==> src/rtl/prng_pkg.sv <==
`default_nettype none
// ============================================================================
//  Module      : prng_pkg
//  Description : Shared types and constants for the PRNG arbiter slice:
//                draw-sequencer state encoding, LFSR geometry (31 bits,
//                taps 30 and 27) and the default non-zero seed.
//  Revision    : 1.0 - initial release
// ============================================================================
package prng_pkg;

    typedef enum logic [1:0] {
        IDLE  = 2'd0,
        SHIFT = 2'd1,
        DONE  = 2'd2
    } state_t;

    localparam int c_LFSR_W = 31;
    localparam int c_TAP_HI = 30;
    localparam int c_TAP_LO = 27;

    localparam logic [c_LFSR_W-1:0] c_DEFAULT_SEED = 31'd1;

    // The all-zero state is a lock-up state for an XOR LFSR, so a zero
    // seed is replaced by the default seed.
    function automatic logic [c_LFSR_W-1:0] fix_seed(input logic [c_LFSR_W-1:0] s);
        return (s == '0) ? c_DEFAULT_SEED : s;
    endfunction

endpackage
`default_nettype wire

==> src/rtl/lfsr31_core.sv <==
`default_nettype none
// ============================================================================
//  Module      : lfsr31_core
//  Description : 31-bit Fibonacci LFSR, polynomial x^31 + x^28 + 1.
//                Shifts left, inserting tap30 ^ tap27 at bit 0.
//  Ports       : clk      - clock, rising edge
//                rst_n    - asynchronous active-high reset (loads SEED)
//                step_en  - advance the register one step
//                load_en  - load load_val (has priority over step_en)
//                load_val - value to load
//                state    - current register contents
//  Revision    : 1.0 - initial release
// ============================================================================
module lfsr31_core
    import prng_pkg::*;
#(
    parameter logic [c_LFSR_W-1:0] SEED = c_DEFAULT_SEED
) (
    input  logic                clk,
    input  logic                rst_n,
    input  logic                step_en,
    input  logic                load_en,
    input  logic [c_LFSR_W-1:0] load_val,
    output logic [c_LFSR_W-1:0] state
);

    logic [c_LFSR_W-1:0] r_state;

    always_ff @(posedge clk or posedge rst_n) begin
        if (rst_n) begin
            r_state <= SEED;
        end else if (load_en) begin
            r_state <= load_val;
        end else if (step_en) begin
            r_state <= {r_state[c_LFSR_W-2:0], r_state[c_TAP_LO] ^ r_state[c_TAP_HI]};
        end
    end

    assign state = r_state;

endmodule
`default_nettype wire

==> src/rtl/prng_arbiter.sv <==
`default_nettype none
// ============================================================================
//  Module      : prng_arbiter
//  Description : Round-robin arbiter sharing one 31-bit LFSR between two
//                requesters. A grant runs STEPS LFSR steps, serialising the
//                pre-step bit 0 of each step into a byte (first bit lands in
//                bit 7), then presents the byte with a one-cycle valid.
//                A draw occupies 10 cycles: grant, 8 SHIFT, 1 DONE.
//  Ports       : clk       - clock, rising edge
//                rst_n     - asynchronous active-high reset
//                req[1:0]  - request levels, sampled only in IDLE
//                gnt[1:0]  - one-hot grant, held for the whole draw
//                valid     - one-cycle strobe with a fresh byte on data
//                data[7:0] - last drawn byte, held between draws
//                busy      - state is not IDLE
//                seed_load - load seed in IDLE (PRNG_SEED_LOAD_EN only)
//                seed      - seed value, 0 maps to 1 (PRNG_SEED_LOAD_EN only)
//  Config      : define PRNG_SEED_LOAD_EN to add the runtime seed-load port.
//  Revision    : 1.0 - initial release
// ============================================================================
module prng_arbiter
    import prng_pkg::*;
#(
    parameter int                  STEPS = 8,
    parameter logic [c_LFSR_W-1:0] SEED  = c_DEFAULT_SEED
) (
    input  logic                clk,
    input  logic                rst_n,
    input  logic [1:0]          req,
    output logic [1:0]          gnt,
    output logic                valid,
    output logic [7:0]          data,
    output logic                busy
`ifdef PRNG_SEED_LOAD_EN
    ,
    input  logic                seed_load,
    input  logic [c_LFSR_W-1:0] seed
`endif
);

    localparam int                 c_CNT_W    = $clog2(STEPS);
    localparam logic [c_CNT_W-1:0] c_CNT_LAST = c_CNT_W'(STEPS - 1);

    state_t              r_state;
    logic [c_CNT_W-1:0]  r_cnt;
    logic                r_ptr;
    logic [1:0]          r_gnt;
    logic                r_valid;
    logic [7:0]          r_data;
    logic [7:0]          r_data_sr;

    logic                w_step_en;
    logic                w_load_en;
    logic [c_LFSR_W-1:0] w_load_val;
    logic [c_LFSR_W-1:0] w_lfsr;
    logic [7:0]          w_next_sr;
    logic                w_lfsr_unused;

`ifdef PRNG_SEED_LOAD_EN
    assign w_load_en  = (r_state == IDLE) && seed_load;
    assign w_load_val = fix_seed(seed);
`else
    assign w_load_en  = 1'b0;
    assign w_load_val = SEED;
`endif

    assign w_step_en = (r_state == SHIFT);

    lfsr31_core #(
        .SEED     (SEED)
    ) u_lfsr (
        .clk      (clk),
        .rst_n    (rst_n),
        .step_en  (w_step_en),
        .load_en  (w_load_en),
        .load_val (w_load_val),
        .state    (w_lfsr)
    );

    // Only the output bit feeds the byte; the rest of the state is internal.
    assign w_lfsr_unused = ^w_lfsr[c_LFSR_W-1:1];

    assign w_next_sr = {r_data_sr[6:0], w_lfsr[0]};

    always_ff @(posedge clk or posedge rst_n) begin
        if (rst_n) begin
            r_state   <= IDLE;
            r_cnt     <= '0;
            r_ptr     <= 1'b0;
            r_gnt     <= 2'b00;
            r_valid   <= 1'b0;
            r_data    <= 8'h00;
            r_data_sr <= 8'h00;
        end else begin
            case (r_state)
                IDLE: begin
                    r_valid <= 1'b0;
                    // A seed load takes the IDLE cycle; no grant alongside it.
                    if (!w_load_en && (req != 2'b00)) begin
                        r_cnt   <= '0;
                        r_state <= SHIFT;
                        if (req == 2'b11) begin
                            r_gnt <= r_ptr ? 2'b10 : 2'b01;
                        end else begin
                            r_gnt <= req;
                        end
                    end
                end
                SHIFT: begin
                    r_data_sr <= w_next_sr;
                    r_cnt     <= r_cnt + 1'b1;
                    if (r_cnt == c_CNT_LAST) begin
                        r_data  <= w_next_sr;
                        r_valid <= 1'b1;
                        r_state <= DONE;
                    end
                end
                DONE: begin
                    r_valid <= 1'b0;
                    r_gnt   <= 2'b00;
                    // Favour the requester that was not just served.
                    r_ptr   <= r_gnt[0];
                    r_state <= IDLE;
                end
                default: begin
                    r_valid <= 1'b0;
                    r_gnt   <= 2'b00;
                    r_state <= IDLE;
                end
            endcase
        end
    end

    assign gnt   = r_gnt;
    assign valid = r_valid;
    assign data  = r_data;
    assign busy  = (r_state != IDLE);

endmodule
`default_nettype wire

==> config.mk <==
export PLATFORM = sky130hd
export DESIGN_NAME = prng_arbiter
export DESIGN_NICKNAME = d
export VERILOG_FILES = /design/src/rtl/prng_pkg.sv /design/src/rtl/lfsr31_core.sv /design/src/rtl/prng_arbiter.sv
export SDC_FILE = /design/constraint.sdc
export NUM_CORES = 1
export LEC_CHECK = 0
export BUFFER_PORTS_ARGS = -buffer_cell sky130_fd_sc_hd__buf_4
export CAP_MARGIN = 25
export CORE_ASPECT_RATIO = 0.9
export CORE_MARGIN = 8
export CORE_UTILIZATION = 39
export CTS_BUF_LIST = sky130_fd_sc_hd__clkbuf_16
export CTS_CLUSTER_DIAMETER = 200
export CTS_CLUSTER_SIZE = 8
export DETAILED_ROUTE_END_ITERATION = 6
export MAX_ROUTING_LAYER = met4
export PLACE_DENSITY = 0.64
export SYNTH_ARGS = -nofsm -noshare
export SYNTH_HDL_FRONTEND = slang
export SYNTH_SLANG_ARGS = --single-unit
==> constraint.sdc <==
create_clock -name clk -period 3.2 [get_ports clk]
set_input_delay 0.64 -clock clk [delete_from_list [all_inputs] [get_ports clk]]
set_output_delay 0.64 -clock clk [all_outputs]
set_load 0.01 [all_outputs]
==> results.txt, run 1 <==
- The synthesized design contains 0 enable-type register cells.
- Via density: 4.453
- For this design, the CTS-stage hold fixing added 0 buffers.
* Warnings from Yosys: 0
- Cell variety after synth: 22
* Total area of multi-input combinational cells: about 640 um^2
* Cell chosen for the clock root: clkbuf_16
* Global-route wire length before repair: between 5000 and 6000 um
- Layout overhead on the synthesized area: 18.47%
* Combinational Power Share: 23.5%
* Placed cell areas: around 2100 um^2
- Measured on the finished design, the core utilization comes to a little under half.
- In this run the count of I/O pins placed on the die edge is 16.
- Initial cell density of the core: 39.73%
- Register bit count reported by yosys: 48
- Before antenna repair, the detailed router went through 4 iterations.
- For this design the static power due to leakage is 1.243 nW.
* Clk_lat worst skew: 0.28 ns
- # diodes: 0
* Die footprint: 7354 um^2
- Count of routing violations after the opening detailed-route iteration: 42
* # setup viols final: 0
- Remaining antenna violation count: 0
* Initial antenna violation count: 0
- The largest total area in the synthesized netlist belongs to dfrtp_1.
- At the end of routability-driven placement, the weighted congestion stood at 0.7188.
- Total number of clock tree sinks: 48
- Detailed placement ended at an HPWL of 1915 um.
- Fraction of final layout cells with drive strength greater than 1: 18.81%
* RSZ-0062 raised after global routing: false
* Result of the run: completed
* Min Clock Period, post-route: 1.817 ns
- The count of buffers added on input and output ports is 15.
* Placeable core area: around 4800 um^2
- Post-synthesis instance area: 1897 um^2
* Inserted Clock Buffers: 5
- Top flip-flop cell by instance count after synthesis: dfrtp_1
* CTS tree: done
- Std-Cell Rows: 24
* Die outline width: 89.51 um
* Resized Gates After CTS: 0
* Worst Max-Slew Pin Slew: 0.3350 ns
- For this run, design rule violations remaining after detail routing come to 0.
- Register Area: about 1200 um^2
- The tightest min-delay check is of the in -> async type.
* Total number of vias: 1189
- Per-instance average area after synthesis: approximately 10 um^2
- The worst setup path is of the reg -> out kind.
- Via count of the first global-routing pass: 1127
* Sequential cell area fraction in the yosys report: 63.39%
- Asr flop ratio synth: 100.0%
* Net load switching power: 0.5058 mW
- Clk slew on worst S/H paths: about 0.060 ns
- The final hold violation count was 0.
- In the global route stage, overall resource usage came out at 9.595%.
- Along the worst path, the maximum fanout reaches 8.
- Once layout is done, the placed cells without fillers occupy between 2000 and 2500 um^2.
- Period utilisation layout: 56.79%
- Clock share of power: between 30% and 40%
- In this run the tightest slew margin relative to its limit is 77.66%.
- The share of synthesized area in the top cell type comes to between 60 and 70%.
- The tool flagged a number of max-cap violations equal to 0.
- In the final timing run, aggregate negative setup slack is 0 ns.
- Measured along the y axis, the die boundary spans ~82 um.
* Pwr dens: 739.9 nW/um^2
* Number of inserted filler cells in the final layout: ~460
* Setup repair bufs after CTS: 0
* Worst Path Required: 2.56 ns
* Nature of the critical path startpoint: flip-flop
- Synthesis handed over a netlist of 184 instances.
- Counting along the longest clock path gives a buffer depth of 2.
* H-tree lvl count: 2
- For this run, the top clock speed supported by timing is 0.5502 GHz.
- The design draws 1.663 mW.
* Overall overflow remaining after global route: 0
- Cell internal pwr: ~1.2 mW
- Most repeated cell in the gate-level netlist after synthesis: nand2_1
- Kind of capture point of the worst setup path: primary output
- In the final routed layout, each cell accounts on average for 11.43 um.
- The routed design has 3051 um of wire.
* Number of nets produced by synthesis: 190
- Between clock sinks in the finished design, the worst skew comes to 0.005419 ns.
* Arrival time of the worst setup path: 1.18 ns
- In this run the register-to-register setup slack is about 1.6 ns.
- Pin count of the biggest net entering global routing: 49
* Leading post-synthesis cells by cell area: dfrtp_1, nand2_1, mux2_4
- Number of nets in the final layout: ~210
- The final max-slew violation count was 0.
- Of the total power, registers draw 42.2%.
- Across the VDD grid, the largest voltage drop is 0.3749 mV.
- By count the netlist is led by nand2_1, dfrtp_1, mux2_4.
- Switching share of total power: 30.42%
[per-stage QoR]
stage	worst slack, ns	hold slack [ns]	std cells
global placement	1.608	0.4483	258
finish	1.383	0.2555	267
floorplan	1.417	0.4386	184
CTS	1.371	0.4660	266
detailed placement	1.599	0.4496	258
global route	1.327	0.2658	267
[kinds of logic after synthesis]
group	count (synthesis)	share of synthesized area [%]
and+or+nand+nor	102	21.64
muxes	9	6.926
AOI/OAI and AO/OA	11	3.496
DFF	48	63.39
buffers and inverters	11	2.770
xor gates and xnor gates	1	0.4618
adders and majority gates	2	1.319
[per-layer routing]
layer | global-route usage [%] | part of all wire, % | vias to the layer above
met1 | 11.21 | 48 | 561
li1 | - | - | 608
met2 | 14.20 | 44 | 14
met3 | 2.671 | 5.1 | 6
met5 | - | 0 | -
met4 | 6.468 | 2.1 | 0
[registers in the layout, summed over array words and instances (netlist names)]
name          cells
data              8
r_ptr             1
u_lfsr.state     25
gnt               2
r_cnt             3
valid             1
r_data_sr         6
r_state           2
[path summary, 6_finish.rpt]
path,endpoint,from,cells past startpoint
max,busy,r_state[1],2
min,u_lfsr.state[10],rst_n,2
max reg2reg,data[1],r_state[1],4
min reg2reg,u_lfsr.state[10],u_lfsr.state[9],2
max in group asynchronous,u_lfsr.state[0],rst_n,3
min in group clk,u_lfsr.state[10],u_lfsr.state[9],2
[power groups by stage]
stage	Sequential, mW	Combinational [mW]	Clock (mW)
after CTS	0.703	0.399	0.589
after detailed placement	0.714	0.396	0
after global routing	0.710	0.434	0.605
final	0.702	0.391	0.570
after floorplan	0.710	0.305	0
after global placement	0.711	0.396	0
[critical path, cell delays in order, from the launching register on]
cell     delay, ns
dfrtp_1       0.44
or2_2         0.31
buf_4         0.14
[cell usage in the layout, fill, tap and decap left out, types with 2 or more instances in the layout]
cell | synthesis | routed
a21oi_1 | 3 | 3
a22o_1 | 2 | 2
buf_4 | 1 | 17
clkbuf_16 | 0 | 5
clkinv_1 | 0 | 2
dfrtp_1 | 47 | 47
ha_1 | 2 | 2
inv_1 | 3 | 2
mux2_4 | 8 | 8
nand2_1 | 91 | 91
nand2b_1 | 3 | 3
nor2_1 | 2 | 2
o21ai_0 | 5 | 5
or2_2 | 2 | 2
[final cells by class]
class,count,area share (%)
timing repair buffer,18,6.570
clock buffer,5,5.568
inverter,3,0.5011
tap,65,3.619
sequential,48,53.51
multi-input combinational,125,28.56
clock inverter,3,1.670
Note: power is estimated with default switching activity, not from simulation.
==> run 2: changes to the inputs <==
--- a/config.mk
+++ b/config.mk
@@ -5,6 +5,7 @@
 export SDC_FILE = /design/constraint.sdc
 export NUM_CORES = 1
 export LEC_CHECK = 0
+export ABC_AREA = 1
 export BUFFER_PORTS_ARGS = -buffer_cell sky130_fd_sc_hd__buf_4
 export CAP_MARGIN = 25
 export CORE_ASPECT_RATIO = 0.9
==> constraint.sdc (replaced) <==
create_clock -name clk -period 1.8 [get_ports clk]
set_input_delay 0.36 -clock clk [delete_from_list [all_inputs] [get_ports clk]]
set_output_delay 0.36 -clock clk [all_outputs]
set_load 0.01 [all_outputs]
==> run 2 against run 1 <==
  * Via count is 4.8% higher
  * Hold slack worse by 0.14 ns
  * Synthesized cell count is 8.2% higher
  * Clock power is 50% higher
  * Count of clock-buffer cells in the layout unchanged
  * Total power is 62% higher
  * Combinational power increased by 54%
  * Cell area decreased by 1.2%
  * Global-route usage is 0.18 points lower
  * Non-clock buffer count shrank 1
  * Critical path depth is 1 higher
  * Routed wire length grew 0.52%
  * Critical endpoint unchanged
==> results.txt, run 2 <==
* # setup viols final: 0 (unchanged)
* Most repeated cell in the gate-level netlist after synthesis: nand2_1
- The residual overflow from global routing is 0 (unchanged).
* Number of inserted filler cells in the final layout: 487 (+6.3%)
* Number of nets produced by synthesis: 205 (+7.9%)
* Crit path buffers/inverters: 2 (+1)
- Most frequent standard cell in the layout excluding fill and tap cells: nand2_1
* Post-route total power: 2.687 mW (+62%)
* Inserted Clock Buffers: 5 (unchanged)
- CP max stage cell: dfrtp_1
* Clk slew on worst S/H paths: 0.06 ns (about the same)
* Leading post-synthesis cells by cell area: dfrtp_1, nand2_1, o21ai_0
* Worst Max-Slew Pin Slew: 0.5253 ns (+0.1903 ns)
* Post-Route Setup TNS: 0 ns (unchanged)
- In this run the worst hold path is classified as in -> async.
- # hold bufs at CTS: 0 (unchanged)
* Period utilisation layout: 82.59%
- Average wire length per cell after detail routing: 10.88 um (-4.8%)
- The number of levels in the clock H-tree is 2 (unchanged).
* Std-Cell Rows: 24 (unchanged)
- The share of the synthesized area in the top cell type is 61.24% (-0.77 points).
- Max rail drop VDD: 0.4949 mV (+32%)
* Placed cell areas: 2085 um^2 (+0.97%)
- Warnings from Yosys: 0 (unchanged)
- Count of routing violations after the opening detailed-route iteration: 44 (+4.8%)
* CTS tree: done
* # diodes: 0 (unchanged)
* Cell taking the most area after synthesis: dfrtp_1
- The half-perimeter wire length after detailed placement is 2096 um (+9.5%).
* Via density: 4.418 (-0.78%)
- Global-route wire length before repair: 5430 um (+4.8%)
- In this run the critical register-to-register path is launched from r_cnt[0].
* Cell Chain, Critical Path: nor2_1 -> inv_1 -> buf_4
- The proportion of synthesized chip area in sequential cells was 62.61% (-0.78 points).
- Cell types with the highest counts after synthesis: nand2_1, dfrtp_1, o21ai_0
- The mean cell area of the mapped netlist is 9.651 um^2 (-6.4%).
- Total number of clock tree sinks: 48 (unchanged)
* Cell variety after synth: 22 (unchanged)
- The worst path in the final design needs a cycle of 1.487 ns, including I/O delays and setup.
* Layout overhead on the synthesized area: 15.64%
- The synthesized cell area is 1921 um^2 (+1.3%).
- The largest incremental delay on the critical path came to 0.44 ns (about the same).
* Result of the run: completed
- The fraction of layout cells with a size suffix above 1 is 13.82% (-5.0 points).
- The final net count came to 222 (+7.2%).
- Number of synthesized flops with an enable pin: 0 (unchanged)
- Max FFs per register: 25 (unchanged)
- The die height was 82.58 um (+0.51%).
* Number of max-slew violations in the final report: 0 (unchanged)
- Total number of vias: 1246 (+4.8%)
- The area of the core region is 4805 um^2 (+0.63%).
- By startpoint and endpoint, the worst setup path is classified as reg -> out.
- The post-route core utilization came to 46.22% (-0.84 points).
* Register bit count reported by yosys: 48 (unchanged)
* Setup repair bufs after CTS: 0 (unchanged)
- RSZ-0062 raised after global routing: false
- Asr flop ratio synth: 100.0% (unchanged)
- Maximum buffer depth of the clock tree: 2 (unchanged)
- Largest driver fanout on the critical path: 4 (-4)
* Clk_lat worst skew: 0.28 ns (about the same)
- The number of top-level pins was 16 (unchanged).
- The static leakage was 1.093 nW (-12%).
- Worst max-slew margin expressed relative to the limit: 64.93% (-13 points)
- The data required time at the worst endpoint came to 1.44 ns (-1.12 ns).
- Quantity of I/O buffers inserted on ports: 15 (unchanged)
* Die outline width: 89.97 um (+0.51%)
- Launch point of the worst path: r_state[1]
- Global placement routability congestion: 0.7368 (+2.5%)
- Tot GR Track Use: 9.419% (-0.18 points)
- Kind of capture point of the worst setup path: primary output
* Remaining antenna violation count: 0 (unchanged)
* Nature of the critical path startpoint: flip-flop
- Final WS setup: 0.3134 ns (-1.069 ns)
- The number of gates resized after CTS is 0 (unchanged).
- The final routed wirelength across all metal layers came to 3067 um (+0.52%).
- The maximum number of pins on one net before global-route repair is 39 (-20%).
- Among all flip-flop cells after synthesis, the most frequent one is dfrtp_1.
- The cell family contributing the most delay on the critical path is flip-flops.
- For this run, the top clock speed supported by timing is 0.6727 GHz.
- The overall die area was 7429 um^2 (+1.0%).
- The number of design rule violations left after detail routing is 0 (unchanged).
- The worst endpoint data arrival time was 1.13 ns (-0.05 ns).
* Initial cell density of the core: 39.97% (+0.25 points)
* Finished Cell Area: 2221 um^2 (-1.2%)
- Max-cap violation count: 0 (unchanged)
- The cell sitting at the root of the clock tree is a clkbuf_16.
* Hold Violations, Final: 0 (unchanged)
* Pwr dens: 1210 nW/um^2 (+64%)
- The number of detailed-routing iterations run before antenna repair came to 4 (unchanged).
- The top cell types in the final layout, fill and taps aside, are nand2_1, dfrtp_1, o21ai_0.
- The worst-case setup slack after placement was 0.5063 ns (-1.092 ns).
- The number of antenna violations at the first check in global routing came to 0 (unchanged).
* Skew final: 0.003643 ns (-0.001776 ns)
* Via count of the first global-routing pass: 1222 (+8.4%)
- Cell count after synthesis: 199 (+8.2%)
==> run 2: changes by cell type in the layout (fill, tap and decap cells not counted), sizes merged, moves of 2 or more <==
| cell | change |
|---|---|
| nand3 | +8 |
| nand2b | -3 |
| inv | +22 |
| a21oi | -2 |
| mux2 | -9 |
| a22o | -2 |
| o21ai | +29 |
| nor2 | +4 |
| nand2 | -23 |
==> run 2: logic make-up (layout without fill, tap and decap cells) <==
kind of cell    Yosys count  count (layout)  synth area share (%)
simple gates             84              84                 18.83
buf+inv                  30              48                 8.143
fa+ha+maj                 2               2                 1.303
flops                    48              48                 62.61
compound gates           35              35                 9.120
==> run 2: area by class of cell <==
type / count / area (um^2) / share of cell area [%]
Clock buffer: 5 / 125.1 / 5.634
Clock inverter: 3 / 11.26 / 0.5070
Inverter: 23 / 86.33 / 3.887
Multi-Input combinational cell: 121 / 561.8 / 25.30
Sequential cell: 48 / 1202 / 54.14
Tap cell: 65 / 81.33 / 3.662
Timing Repair Buffer: 17 / 152.6 / 6.873
==> run 2: stage by stage <==
step | hold slack (ns) | instances
after floorplan | 0.4419 | 199
after global placement | 0.4292 | 274
after detailed placement | 0.4365 | 274
after CTS | 0.1339 | 282
after global routing | 0.1656 | 282
final | 0.1177 | 282
==> run 2: metal layers <==
layer	up-vias	routed length, um	track usage (%)
li1	655	-	-
met1	565	1509	10.26
met2	22	1345	14.90
met3	4	173	4.517
met4	0	39	3.483
met5	-	0	-
==> run 2: worst paths after layout <==
kind | to | slack (ns) | depth (start not counted)
min | u_lfsr.state[23] | 0.12 | 2
max | busy | 0.31 | 3
max reg2reg | data[6] | 0.51 | 6
min in group clk | gnt[0] | 0.33 | 3
min reg2reg | data[2] | 0.47 | 2
max in group asynchronous | u_lfsr.state[13] | 1.17 | 3
==> run 2: where the power goes <==
part	internal (mW)	total [mW]	switching [mW]	leakage, nW
Sequential	1.17	1.23	0.0629	0.654
Combinational	0.209	0.604	0.395	0.365
Clock	0.499	0.854	0.355	0.0738
==> run 2: worst reg2reg max path, stage by stage (launching register included) <==
cell	delay [ns]
dfrtp_1	0.39
ha_1	0.21
ha_1	0.22
inv_1	0.17
nor2_8	0.08
nand2_1	0.07
nand2_1	0.05
==> run 3: changes to the inputs <==
==> constraint.sdc (replaced) <==
create_clock -name clk -period 1.48 [get_ports clk]
set_input_delay 0.296 -clock clk [delete_from_list [all_inputs] [get_ports clk]]
set_output_delay 0.296 -clock clk [all_outputs]
set_load 0.01 [all_outputs]
==> run 3 against run 2 <==
  * Sequential share of layout area is 0.15 points lower
  * Hold slack got worse by 0.074 ns
  * Sequential power rose by 22%
  * Utilization grew 0.13 points
  * Final cell count unchanged
  * Critical path type unchanged
  * Critical endpoint unchanged
==> results.txt, run 3 (synthesis results as in run 2) <==
* Result of the run: completed
* Slowest Stage Delay on Critical Path: 0.44 ns (about the same)
- Register Area: 1202 um^2 (unchanged)
- The worst hold path belongs to the class in -> async.
- The number of standard cells in the final layout excluding fillers came to 282 (unchanged).
- The final net count came to 222 (unchanged).
* Tot GR Track Use: 9.184% (-0.23 points)
- The total placed cells including tap cells was 274 (unchanged).
- Die footprint: 7429 um^2 (unchanged)
- Cell chosen for the clock root: clkbuf_16
* Die outline height: 82.58 um (unchanged)
- The antenna diode instance count is 0 (unchanged).
- The number of detailed-routing iterations run before antenna repair is 4 (unchanged).
* Skew final: 0.007964 ns (+0.004321 ns)
- The clock-pin slew on the worst setup and hold paths came to 0.07 ns (about the same).
- Initial antenna violation count: 0 (unchanged)
- The number of routed nets with antenna violations is 0 (unchanged).
- The area used by multi-input combinational logic came to 564.3 um^2 (+0.45%).
- Worst max-slew margin expressed relative to the limit: 72.30% (+7.4 points)
- Initial cell density of the core: 39.97% (unchanged)
- The number of standard-cell rows in the floorplan came to 24 (unchanged).
- Among all stages on the critical path, the largest delay is contributed by dfrtp_1.
- Post-Route Setup TNS: 0 ns (unchanged)
* Min Clock Period, post-route: 1.389 ns
* Worst setup slack before clock tree synthesis: 0.2061 ns (-0.3002 ns)
* Fraction of final layout cells with drive strength greater than 1: 14.75% (+0.92 points)
- # hold bufs at CTS: 0 (unchanged)
- The area of the core region was 4805 um^2 (unchanged).
* Total number of clock tree sinks: 48 (unchanged)
* Worst Max-Slew Pin Slew: 0.4111 ns (-0.1142 ns)
* Global placement routability congestion: 0.7039 (-4.5%)
- Static power due to leakage: 1.087 nW (-0.49%)
* # setup viols final: 0 (unchanged)
- The worst endpoint data arrival time came to 1.09 ns (-0.04 ns).
- The total chip power was 3.310 mW (+23%).
- STA classifies the critical path startpoint as a flip-flop.
- The signal on the critical path passes through nor2_2 -> inv_1 -> buf_4.
- The post-route core utilization came to 46.35% (+0.13 points).
- The x dimension of the die was 89.97 um (unchanged).
- Timing would allow up to 0.7202 GHz.
- Inserted Clock Buffers: 5 (unchanged)
- The worst slack on hold paths was 0.04399 ns (-0.07366 ns).
- Overall overflow remaining after global route: 0 (unchanged)
- The number of top-level pins is 16 (unchanged).
- Max rail drop VDD: 0.8432 mV (+70%)
- Average wire length per cell after detail routing: 10.48 um (-3.6%)
- STA classifies the critical path endpoint as a primary output.
- The port buffer count came to 15 (unchanged).
* Pin count of the biggest net entering global routing: 49 (+26%)
* Final WS setup: 0.09148 ns (-0.2219 ns)
- The number of design rule violations left after detail routing came to 0 (unchanged).
- Global-route wire length before repair: 5354 um (-1.4%)
* Pwr dens: 1486 nW/um^2 (+23%)
- Count of routing violations after the opening detailed-route iteration: 81 (+84%)
- From synthesis to final layout, the design area changed by 15.96%.
* Placed cell areas: 2085 um^2 (unchanged)
* Most used cells in the layout excluding fill and tap cells: nand2_1, dfrtp_1, o21ai_0
- WS Path Type: reg -> out
* Worst Path Required: 1.18 ns (-0.26 ns)
- The maximum number of buffers from clock root to sink was 2 (unchanged).
* H-tree lvl count: 2 (unchanged)
- Leaving out fill and tap cells, the most frequent cell in the layout is nand2_1.
* Largest driver fanout on the critical path: 4 (unchanged)
- Via count of the first global-routing pass: 1168 (-4.4%)
* Hold Violations, Final: 0 (unchanged)
- Final wirelength: 2956 um (-3.6%)
* Finished Cell Area: 2227 um^2 (+0.28%)
* CTS tree: done
- Period utilisation layout: between 90% and 100%
- The number of maximum-capacitance constraint violations is 0 (unchanged).
- The detailed-route vias per instance is 4.362 (-1.3%).
- Number of inserted filler cells in the final layout: 480 (-1.4%)
- The clock latency of the later-clocked register in the worst-skew pair was 0.28 ns (about the same).
- Dpl hpwl: 1898 um (-9.4%)
- RSZ-0062 raised after global routing: false
- The final max-slew violation count came to 0 (unchanged).
- Total number of vias: 1230 (-1.3%)
- The number of flip-flops in the largest register is 25 (unchanged).
run 3: cell types whose count changed in the layout (fill, tap and decap cells not counted):
cell,delta
clkinvlp_4,+1
nor2_2,+1
nor2_1,-1
inv_1,-1
run 3: final timing paths:
check | slack (ns) | depth (start not counted) | to | startpoint
max | 0.09 | 3 | busy | r_state[1]
min | 0.04 | 3 | u_lfsr.state[20] | rst_n
max reg2reg | 0.20 | 6 | data[2] | r_cnt[0]
min reg2reg | 0.46 | 2 | data[4] | r_data_sr[3]
max in group asynchronous | 1.15 | 3 | u_lfsr.state[0] | rst_n
min in group clk | 0.28 | 3 | gnt[0] | req[0]
run 3: critical path, delay by kind of cell (launching register included):
family	cells	cell delay [ns]
buffers and inverters	2	0.20
DFF	1	0.44
and+or+nand+nor	1	0.17
run 3: timing repair:
item | in CTS | in global routing
endpoints found under the hold margin | 0 | 0
resized for setup | 0 | 1
setup endpoints to repair | 0 | 1
setup buffers | 0 | 0
run 3: layer usage:
metal / GRT usage (%) / up-vias / part of all wire (%)
li1: - / 655 / -
met1: 11.17 / 552 / 53
met2: 13.07 / 16 / 40
met3: 3.162 / 7 / 5.1
met4: 5.473 / 0 / 2.1
met5: - / - / 0
run 3: area by class of cell:
| cell class | count | area share (%) |
|---|---|---|
| clock inverter | 3 | 0.6742 |
| inverter | 23 | 3.876 |
| multi-input combinational | 121 | 25.34 |
| sequential | 48 | 53.99 |
| tap | 65 | 3.652 |
| timing repair buffer | 17 | 6.854 |
| clock buffer | 5 | 5.618 |
run 3: where the power goes:
group | internal, mW | switching, mW | total, mW
clock network | 0.614 | 0.455 | 1.07
logic | 0.257 | 0.484 | 0.741
registers | 1.42 | 0.0819 | 1.50
